### config.mk
export PLATFORM = sky130hd
export DESIGN_NAME = interrupt_responder_flat
export DESIGN_NICKNAME = d
export VERILOG_FILES = /design/src/rtl/irq_pkg.sv /design/src/rtl/interrupt_responder_if.sv /design/src/rtl/irq_svc_counters.sv /design/src/rtl/interrupt_responder.sv /design/src/flat_wrapper.sv
export SDC_FILE = /design/constraint.sdc
export NUM_CORES = 1
export LEC_CHECK = 0
export ABC_AREA = 1
export BUFFER_PORTS_ARGS = -buffer_cell sky130_fd_sc_hd__clkbuf_2
export CORE_ASPECT_RATIO = 0.8
export CORE_MARGIN = 3
export CORE_UTILIZATION = 40
export CTS_CLUSTER_SIZE = 8
export DETAILED_ROUTE_END_ITERATION = 8
export GPL_ROUTABILITY_DRIVEN = 1
export HOLD_SLACK_MARGIN = 0.06
export SLEW_MARGIN = 25
export SYNTH_ARGS = -nofsm -noshare
export SYNTH_HDL_FRONTEND = slang
export SYNTH_SLANG_ARGS = --single-unit
### constraint.sdc
create_clock -name clk -period 3 [get_ports clk]
set_input_delay 0.3 -clock clk [delete_from_list [all_inputs] [get_ports clk]]
set_output_delay 0.3 -clock clk [all_outputs]
set_load 0.05 [all_outputs]
### src/rtl/irq_pkg.sv
`default_nettype none
// ============================================================================
// Module      : irq_pkg
// Description : Shared definitions for the interrupt controller / responder
//               pair: source count, id width, responder state encoding and
//               the handler vector address helper.
// Ports       : none (package)
// Revision    : 1.0 - initial release
// ============================================================================
package irq_pkg;

  localparam int NUM_IRQ = 4;
  localparam int ID_W    = 2;

  typedef enum logic [2:0] {
    IDLE     = 3'd0,
    ACK      = 3'd1,
    DISPATCH = 3'd2,
    SERVICE  = 3'd3,
    EOI      = 3'd4
  } irq_state_e;

  // Full-width vector address; the caller truncates to its own vector width.
  function automatic logic [31:0] vec_addr(input logic [31:0]     base,
                                           input logic [31:0]     stride,
                                           input logic [ID_W-1:0] id);
    return base + (32'(id) * stride);
  endfunction

endpackage
`default_nettype wire

### src/rtl/interrupt_responder_if.sv
`default_nettype none
// ============================================================================
// Module      : interrupt_responder_if
// Description : Bundle of controller handshake, core handshake and status
//               signals between the interrupt responder and its environment.
// Modports    : master - responder side (drives ack/start/vec/eoi/status)
//               slave  - environment side (controller, core, software)
// Revision    : 1.0 - initial release
// ============================================================================
interface interrupt_responder_if #(
  parameter int VEC_W = 16,
  parameter int CNT_W = 8
);
  import irq_pkg::*;

  // controller side
  logic              int_req;
  logic [ID_W-1:0]   int_id;
  logic              int_ack;
  // enables
  logic              int_en;
  logic [NUM_IRQ-1:0] int_mask;
  // core side
  logic              isr_start;
  logic [VEC_W-1:0]  isr_vec;
  logic [ID_W-1:0]   active_id;
  logic              busy;
  logic              isr_done;
  logic              eoi;
  // status
  logic              timeout_err;
  logic              clr_err;
  logic [ID_W-1:0]   cnt_sel;
  logic [CNT_W-1:0]  cnt_out;

  modport master (
    input  int_req, int_id, int_en, int_mask, isr_done, clr_err, cnt_sel,
    output int_ack, isr_start, isr_vec, active_id, busy, eoi, timeout_err,
           cnt_out
  );

  modport slave (
    output int_req, int_id, int_en, int_mask, isr_done, clr_err, cnt_sel,
    input  int_ack, isr_start, isr_vec, active_id, busy, eoi, timeout_err,
           cnt_out
  );

endinterface
`default_nettype wire

### src/rtl/irq_svc_counters.sv
`default_nettype none
// ============================================================================
// Module      : irq_svc_counters
// Description : One saturating service counter per interrupt source, with a
//               single increment port and a combinational read port.
// Ports       : clk     - rising-edge clock
//               rst     - synchronous active-low reset
//               inc     - increment the counter addressed by inc_id
//               inc_id  - source id to increment
//               sel     - source id to read
//               cnt_out - value of counter sel
// Revision    : 1.0 - initial release
// ============================================================================
module irq_svc_counters
  import irq_pkg::*;
#(
  parameter int CNT_W = 8
) (
  input  logic              clk,
  input  logic              rst,
  input  logic              inc,
  input  logic [ID_W-1:0]   inc_id,
  input  logic [ID_W-1:0]   sel,
  output logic [CNT_W-1:0]  cnt_out
);

  localparam logic [CNT_W-1:0] c_cnt_max = {CNT_W{1'b1}};

  logic [CNT_W-1:0] w_cnt [NUM_IRQ];

  for (genvar gi = 0; gi < NUM_IRQ; gi++) begin : g_cnt
    logic [CNT_W-1:0] r_cnt;

    always_ff @(posedge clk) begin
      if (!rst) begin
        r_cnt <= '0;
      end else if (inc && (inc_id == ID_W'(gi)) && (r_cnt != c_cnt_max)) begin
        r_cnt <= r_cnt + CNT_W'(1);
      end
    end

    assign w_cnt[gi] = r_cnt;
  end

  assign cnt_out = w_cnt[sel];

endmodule
`default_nettype wire

### src/rtl/interrupt_responder.sv
`default_nettype none
// ============================================================================
// Module      : interrupt_responder
// Description : CPU-side partner of the priority interrupt controller.
//               Captures the presented id, acknowledges it for one cycle,
//               launches the handler at its vector, waits for completion or
//               timeout, pulses end-of-interrupt and counts services per id.
// Ports       : clk  - rising-edge clock
//               rst  - synchronous active-low reset
//               bus  - interrupt_responder_if.master:
//                      int_req/int_id/int_ack   controller handshake
//                      int_en/int_mask          global enable, per-id mask
//                      isr_start/isr_vec        handler launch and address
//                      active_id/busy           service status
//                      isr_done/eoi             completion and end pulse
//                      timeout_err/clr_err      sticky abort flag and clear
//                      cnt_sel/cnt_out          service counter read
// Revision    : 1.0 - initial release
// ============================================================================
module interrupt_responder
  import irq_pkg::*;
#(
  parameter int               VEC_W      = 16,
  parameter logic [VEC_W-1:0] VEC_BASE   = 16'h0100,
  parameter logic [VEC_W-1:0] VEC_STRIDE = 16'h0010,
  parameter int               TIMEOUT    = 255,
  parameter int               TO_W       = 8,
  parameter int               CNT_W      = 8
) (
  input  logic                   clk,
  input  logic                   rst,
  interrupt_responder_if.master  bus
);

  // Counter value on the last permitted SERVICE cycle.
  localparam logic [TO_W-1:0] c_to_last = TO_W'(TIMEOUT - 1);

  irq_state_e       r_state;
  irq_state_e       w_state_next;

  logic             w_cap;
  logic             w_to_inc;
  logic             w_to_set;
  logic             w_cnt_inc;

  logic [TO_W-1:0]  r_to_cnt;
  logic             r_ack;
  logic             r_start;
  logic             r_eoi;
  logic             r_busy;
  logic             r_err;
  logic [ID_W-1:0]  r_active;
  logic [VEC_W-1:0] r_vec;
  logic [VEC_W-1:0] w_vec;

  assign w_vec = VEC_W'(vec_addr(32'(VEC_BASE), 32'(VEC_STRIDE), r_active));

  // --------------------------------------------------------------------------
  // State register
  // --------------------------------------------------------------------------
  always_ff @(posedge clk) begin
    if (!rst) begin
      r_state <= IDLE;
    end else begin
      r_state <= w_state_next;
    end
  end

  // --------------------------------------------------------------------------
  // Next-state logic
  // --------------------------------------------------------------------------
  always_comb begin
    w_state_next = r_state;
    w_cap        = 1'b0;
    w_to_inc     = 1'b0;
    w_to_set     = 1'b0;

    case (r_state)
      IDLE: begin
        // A masked top-priority id simply stalls here: the controller never
        // shows a lower-priority id while a higher one is pending.
        if (bus.int_en && bus.int_req && !bus.int_mask[bus.int_id]) begin
          w_cap        = 1'b1;
          w_state_next = ACK;
        end
      end
      ACK:      w_state_next = DISPATCH;
      DISPATCH: w_state_next = SERVICE;
      SERVICE: begin
        // Completion takes precedence over expiry on the same cycle.
        if (bus.isr_done) begin
          w_state_next = EOI;
        end else if (r_to_cnt == c_to_last) begin
          w_to_set     = 1'b1;
          w_state_next = EOI;
        end else begin
          w_to_inc     = 1'b1;
        end
      end
      EOI:      w_state_next = IDLE;
      default:  w_state_next = IDLE;
    endcase
  end

  // --------------------------------------------------------------------------
  // Registered outputs and datapath. Pulses are decoded from the next state
  // so that each one is high exactly while the FSM sits in its state.
  // --------------------------------------------------------------------------
  always_ff @(posedge clk) begin
    if (!rst) begin
      r_ack    <= 1'b0;
      r_start  <= 1'b0;
      r_eoi    <= 1'b0;
      r_busy   <= 1'b0;
      r_active <= '0;
      r_vec    <= '0;
      r_to_cnt <= '0;
      r_err    <= 1'b0;
    end else begin
      r_ack   <= (w_state_next == ACK);
      r_start <= (w_state_next == DISPATCH);
      r_eoi   <= (w_state_next == EOI);
      r_busy  <= (w_state_next != IDLE);

      if (w_cap) begin
        r_active <= bus.int_id;
      end

      // r_active settled one edge earlier, so the vector is ready for the
      // isr_start cycle.
      if (w_state_next == DISPATCH) begin
        r_vec <= w_vec;
      end

      if (r_state == DISPATCH) begin
        r_to_cnt <= '0;
      end else if (w_to_inc) begin
        r_to_cnt <= r_to_cnt + TO_W'(1);
      end

      // Setting the sticky error beats a simultaneous clear.
      if (w_to_set) begin
        r_err <= 1'b1;
      end else if (bus.clr_err) begin
        r_err <= 1'b0;
      end
    end
  end

  assign w_cnt_inc = (r_state == EOI);

  irq_svc_counters #(
    .CNT_W (CNT_W)
  ) u_counters (
    .clk     (clk),
    .rst     (rst),
    .inc     (w_cnt_inc),
    .inc_id  (r_active),
    .sel     (bus.cnt_sel),
    .cnt_out (bus.cnt_out)
  );

  assign bus.int_ack     = r_ack;
  assign bus.isr_start   = r_start;
  assign bus.isr_vec     = r_vec;
  assign bus.active_id   = r_active;
  assign bus.busy        = r_busy;
  assign bus.eoi         = r_eoi;
  assign bus.timeout_err = r_err;

endmodule
`default_nettype wire

### src/flat_wrapper.sv
// flat-port wrapper written by rule: the top's interface ports become plain ports
module interrupt_responder_flat import irq_pkg::*;
#(
  parameter int               VEC_W      = 16,
  parameter logic [VEC_W-1:0] VEC_BASE   = 16'h0100,
  parameter logic [VEC_W-1:0] VEC_STRIDE = 16'h0010,
  parameter int               TIMEOUT    = 255,
  parameter int               TO_W       = 8,
  parameter int               CNT_W      = 8
)
  (clk, rst, bus_int_req, bus_int_id, bus_int_en, bus_int_mask, bus_isr_done, bus_clr_err, bus_cnt_sel, bus_int_ack, bus_isr_start, bus_isr_vec, bus_active_id, bus_busy, bus_eoi, bus_timeout_err, bus_cnt_out);
  interrupt_responder_if #(.VEC_W(VEC_W), .CNT_W(CNT_W)) bus_i ();
  input  logic clk;
  input  logic rst;
  input wire logic [$bits(bus_i.int_req)-1:0] bus_int_req;
  input wire logic [$bits(bus_i.int_id)-1:0] bus_int_id;
  input wire logic [$bits(bus_i.int_en)-1:0] bus_int_en;
  input wire logic [$bits(bus_i.int_mask)-1:0] bus_int_mask;
  input wire logic [$bits(bus_i.isr_done)-1:0] bus_isr_done;
  input wire logic [$bits(bus_i.clr_err)-1:0] bus_clr_err;
  input wire logic [$bits(bus_i.cnt_sel)-1:0] bus_cnt_sel;
  output wire logic [$bits(bus_i.int_ack)-1:0] bus_int_ack;
  output wire logic [$bits(bus_i.isr_start)-1:0] bus_isr_start;
  output wire logic [$bits(bus_i.isr_vec)-1:0] bus_isr_vec;
  output wire logic [$bits(bus_i.active_id)-1:0] bus_active_id;
  output wire logic [$bits(bus_i.busy)-1:0] bus_busy;
  output wire logic [$bits(bus_i.eoi)-1:0] bus_eoi;
  output wire logic [$bits(bus_i.timeout_err)-1:0] bus_timeout_err;
  output wire logic [$bits(bus_i.cnt_out)-1:0] bus_cnt_out;
  assign bus_i.int_req = bus_int_req;
  assign bus_i.int_id = bus_int_id;
  assign bus_i.int_en = bus_int_en;
  assign bus_i.int_mask = bus_int_mask;
  assign bus_i.isr_done = bus_isr_done;
  assign bus_i.clr_err = bus_clr_err;
  assign bus_i.cnt_sel = bus_cnt_sel;
  assign bus_int_ack = bus_i.int_ack;
  assign bus_isr_start = bus_i.isr_start;
  assign bus_isr_vec = bus_i.isr_vec;
  assign bus_active_id = bus_i.active_id;
  assign bus_busy = bus_i.busy;
  assign bus_eoi = bus_i.eoi;
  assign bus_timeout_err = bus_i.timeout_err;
  assign bus_cnt_out = bus_i.cnt_out;
  interrupt_responder #(.VEC_W(VEC_W), .VEC_BASE(VEC_BASE), .VEC_STRIDE(VEC_STRIDE), .TIMEOUT(TIMEOUT), .TO_W(TO_W), .CNT_W(CNT_W)) u_core (.clk(clk), .rst(rst), .bus(bus_i));
endmodule
After elaboration in Yosys (flattened, before gate mapping)
Index checks and enable logic that the tools add are counted.

operators by class
  add/sub/neg operators = 6
  $mul = 0
  divide/modulo/power cells = 0
  magnitude comparators = 2
  eq/ne operators = 15
  shifts and indexed selects = 0
  muxes and demuxes = 19
  bitwise logic cells = 2
  reductions and logical operators = 16

operators with widths
  kind                  count
  $add 8x1->8 const B   5
  $ne 8x8->1 const B    4
  $bmux 8 s2            1
  $mux 8                2
  $pmux 3 s4            1
  $mux 1                11
  $add 9x6->10 const A  1
  $logic_and 1x1->1     10
  $eq 3x2->1 const B    3
  $mux 3                3
  $eq 8x8->1 const B    1
  $eq 3x1->1 const B    2
  $eq 3x3->1 const B    2
  $eq 2x2->1 const B    2
  $ge 3x3->1 const B    1
  $logic_not 3->1       1
  $lt 2x3->1 const B    1
  $not 2->3             1
  $reduce_bool 3->1     1
  $bmux 1 s2            1
  $eq 2x1->1 const B    1
  $logic_not 2->1       1
  $reduce_bool 2->1     1
  $reduce_or 2->1       1
  other kinds (2)       2

word-level totals
  register bits after elaboration = 66
  bits in latches = 0
  memory bits (writable) = 0
  bits in read-only memories = 0
  input port bits = 14
  output and inout port bits = 31
  word-level logic and storage cells = 73
  memories = 0

Logic depth before layout (Yosys ltp)
  depth after elaboration = 7
  mapped depth = 10

Hierarchy
Synthesis repeated with hierarchy kept, for this count alone.

second synthesis, totals
  cells, all modules = 486
  area total of the unflattened synthesis = 3093.0 sq um

by module, submodules not included
  module               instances  cells an instance  area an instance (sq um)
  irq_svc_counters     1          330                1985.7
  interrupt_responder  1          156                1107.3

Worst setup path after synthesis
OpenSTA, ideal clock, no wires.

  path type = input to output
  start point = in bus_cnt_sel[0]
  end point = out bus_cnt_out[0]
  arrival = 1547 ps
  data required time = 2700 ps
  setup slack = 1153 ps
  cell stages on the path = 4
  buffers on the path = 1
  cell sequence = clkinv_1 -> clkbuf_1 -> a21oi_1 -> a21oi_1

on the way
  cells in the longest elaborated chain, start to end = 4

RTL lines
  item                                        RTL line                text
  start: declaration                          flat_wrapper.sv:21      input wire logic [$bits(bus_i.cnt_sel)-1:0] bus_cnt_sel;
  $not 2->3 (not written as such)             irq_svc_counters.sv:45  assign cnt_out = w_cnt[sel];
  $bmux 8 s2                                  irq_svc_counters.sv:45
  $mux 8 (not written as such) (2 in series)  irq_svc_counters.sv:45
  end: declaration                            flat_wrapper.sv:29      output wire logic [$bits(bus_i.cnt_out)-1:0] bus_cnt_out;

Every way passes these cells. The select of a mux whose other input is x is not followed.

Final worst setup path
Ends and elaborated chain as after synthesis.

==> results.md <==
- The combinational share of power is 0.128.
- The switching part of the total power is 0.293.
- VDD sags by at most 209 uV.
- The tool flagged a number of max-cap violations equal to 0.
- The summed area of non-filler cells in the final layout is 0.00331 mm2.
- Setup repair after global routing left no endpoint under its margin.
- The remaining routing DRC violations is 0.
- After detailed placement, the total cell area comes to 0.00319 mm2.
- The number of max-slew violations in the final report is 0.
- In the detailed route, the total length drawn on met2 is 2930 um.
- The global-route usage over all layers is 0.172.
- The placement row count is 27.
- Setup slack on the worst reg-to-reg path comes out at 1.43 ns.
- The fraction of final layout cells with drive strength greater than 1 is 0.118.
- The chip height is 83.7 um.
- The later-pin clock latency in the skew report is 0.32 ns.
- The area overhead of the layout relative to synthesis is 9.54%.
- Setup violations remaining at the end of the flow were counted as 0.
- The worst pin sits at a relative slew slack of 0.632.
- At the end of routability-driven placement, the weighted congestion stood at 0.803.
- The net switching power is 417 uW.
- For the finished layout, the period the worst path requires is 2.01 ns.
- The total length of routed wires is 6990 um.
- The clock drives 53 sinks.
- The share of synthesized registers carrying an async set or reset is 0.
- The detailed-router iteration count before antenna repair is 4.
- Of the post-synthesis cell area, the dominant cell type holds 0.352.
- The register clock-pin slew on the reported worst setup and hold paths is 0.11 ns.
- The type of the most critical hold path is in2reg.
- The placed cell count is 578.
- By area the synthesized netlist is led by sky130_fd_sc_hd__dfxtp_1 35%, sky130_fd_sc_hd__nand2_1 18%, sky130_fd_sc_hd__nor2_1 9.1%.
- In the post-synthesis netlist, the cell with the most instances is sky130_fd_sc_hd__nand2_1.
- The die is 103 um wide.
- The critical path is of the in2out type.
- The routed wirelength normalized by instance count is 11.9 um.
- The type of element launching the critical path is an input port.
- The share of the Yosys chip area taken by registers is 0.352.
- Measured on the finished design, the core utilization comes to 0.466.
- The synthesized design spends more area on one cell type than any other, namely sky130_fd_sc_hd__dfxtp_1.
- Each instance of the synthesized netlist takes up on average 6.42 um2.
- The first routing iteration left 120 violations.
- The hold violation total from the final report is 0.
- Of the available clock period, the critical path in the final layout requires 0.671.
- The synthesized design contains 53 register bits.
- The number of nets in the finished design is 518.
- Power spread over the standard cell area amounts to 430 mW/mm2.
- Hold repair after CTS inserted 0 buffers.
- The routed via count is 2,877.
- The critical path data arrival time is 1.71 ns.
- In this run the count of I/O pins placed on the die edge is 45.
- The number of H-tree levels is 2.
- The number of setup buffers added after CTS is 0.
- The area of the core is 0.00709 mm2.
- In the synthesized netlist the dominant register cell turns out to be sky130_fd_sc_hd__dfxtp_1.
- The run finished with clean final reports.
- The first-pass GRT wire length is 12,000 um.
- For the final routed database, the setup TNS stands at 0 ns.
- Buffers placed on the I/O ports in this run total 31.
- The maximum operating frequency is 497 MHz.
- The count of warnings emitted by yosys is 0.
- For this run, the number of standard cells in the final layout without fillers is 586.
- In this run the static leakage power is 0.00137 uW.
- In the detailed route, the total length drawn on met3 is 309 um.
- The transition time of the tightest slew-check pin is 0.552 ns.
- The post-cts resize count is 0.
- The internal power is 1000 uW.
- Entering global routing, the biggest net connects 29 pins.
- Ranked by instance count, the synthesized netlist is headed by 147 x sky130_fd_sc_hd__nand2_1, 73 x sky130_fd_sc_hd__nor2_1, 53 x sky130_fd_sc_hd__dfxtp_1.
- The worst setup path is captured at a primary output.
- The worst hold margin is 0.249 ns.
- The area of the die is 0.00863 mm2.
- The summed instance area of the synthesized netlist is 0.00302 mm2.
- For this block, wires on met1 add up to 3620 um.
- Global routing finished with a remaining overflow of 0.
- The number of fill cells in the layout is 731.
- In this run the remaining antenna-violating nets after routing total 0.
- The CTS tree is yes.
- The largest fanout on the critical path is 19.
- The clock skew after layout is 0.00840 ns.
- Detailed placement finished with a half-perimeter wire length of 5190 um.
- The highest signal layer in the routed design is met4.
- The vias per cell is 4.91.
- The CTS buffer count is 5.
- The sequential group share of total power is 0.507.
- The number of synthesized flops with an enable pin is 0.
- The clock passes through at most 2 buffers.
- 0 antenna diodes ended up in the layout.
- Synthesis produced a netlist whose cell count is 470.
- The initial utilization of the core area, before any placement, comes to 0.425.
- The number of antenna violations at the first check in global routing is 0.
- The part of the total power dissipated in the clock network is 0.365.
- The distinct cell type count of the synthesized netlist is 26.
- The clock root buffer master is sky130_fd_sc_hd__clkbuf_8.
- The required time of the critical path is 2.70 ns.
- The via count of the first global-routing pass is 2,578.
[placed cells by master, fill, tap and decap left out, types with 7 or more instances in the layout]
master,netlist,routed
sky130_fd_sc_hd__nand2_2,7,7
sky130_fd_sc_hd__conb_1,1,13
sky130_fd_sc_hd__dfxtp_1,53,53
sky130_fd_sc_hd__xor2_1,14,14
sky130_fd_sc_hd__clkbuf_2,0,31
sky130_fd_sc_hd__nand3_1,18,18
sky130_fd_sc_hd__nand2_1,147,147
sky130_fd_sc_hd__a21oi_1,41,41
sky130_fd_sc_hd__inv_1,30,30
sky130_fd_sc_hd__o21ai_0,24,24
sky130_fd_sc_hd__nor2_1,73,73
sky130_fd_sc_hd__nand3b_1,10,10
[kinds of logic after synthesis]
family | share of synthesized area
other | 0.00124
buffers and inverters | 0.0924
adder cells (fa/ha/maj) | 0.0249
AND/OR/NAND/NOR | 0.364
AO/OA/AOI/OAI | 0.122
XOR/XNOR | 0.0435
flip-flops | 0.352
[layer usage]
metal / track usage / vias up
met1: 0.247 / 1279
li1: - / 1520
met2: 0.253 / 64
met3: 0.0384 / 14
met4: 0.0529 / 0
met5: 0 / -
[cell type report]
cell class / instances / area [um2] / share of cell area
clock inverter: 3 / 50.0 / 0.0151
inverter: 37 / 139 / 0.0420
clock buffer: 5 / 68.8 / 0.0208
timing repair buffer: 31 / 155 / 0.0469
sequential: 53 / 1060 / 0.321
multi-input combinational: 370 / 1720 / 0.521
tap: 87 / 109 / 0.0329
[flip-flops by register name, indices dropped and copies added, names as in the netlist]
name / count
u_core.bus.active_id: 2
u_core.bus.busy: 1
u_core.bus.eoi: 1
u_core.bus.int_ack: 1
u_core.bus.isr_start: 1
u_core.bus.isr_vec: 3
u_core.bus.timeout_err: 1
u_core.r_state: 3
u_core.r_to_cnt: 8
u_core.u_counters.g_cnt.r_cnt: 32
[critical path, stage by stage]
cell and delay (ns):
sky130_fd_sc_hd__clkbuf_2 0.23, sky130_fd_sc_hd__clkinv_1 0.41, sky130_fd_sc_hd__o21ai_0 0.29, sky130_fd_sc_hd__a21oi_1 0.06, sky130_fd_sc_hd__a21oi_1 0.13, sky130_fd_sc_hd__clkbuf_2 0.29
[per-stage QoR]
stage | setup WS [ns] | total power, uW
after global routing | 0.832 | 1490
after global placement | 1.09 | 919
after detailed placement | 1.01 | 921
final | 0.988 | 1420
after floorplan | 1.15 | 894
after CTS | 1.01 | 1440
[path summary, 6_finish.rpt]
kind / startpoint / endpoint / cells after the start
worst max-delay path: bus_cnt_sel[0] / bus_cnt_out[0] / 6
worst min-delay path: bus_int_id[1] / u_core.bus.active_id[1]$_SDFFE_PN0P_ / 3
worst max register to register: u_core.r_to_cnt[0]$_SDFFE_PP0P_ / u_core.r_to_cnt[4]$_SDFFE_PP0P_ / 9
worst min register to register: u_core.bus.isr_vec[4]$_SDFFE_PN0N_ / u_core.bus.isr_vec[4]$_SDFFE_PN0N_ / 2
[power by group through the flow]
stage	Combinational (uW)	Sequential (uW)	Clock, uW
5_1_grt	197	723	569
6_report	183	721	518
3_3_place_gp	182	737	0
3_5_place_dp	183	737	0
2_1_floorplan	129	765	0
4_1_cts	183	721	534
No activity file was read; power rests on OpenSTA's default activity.
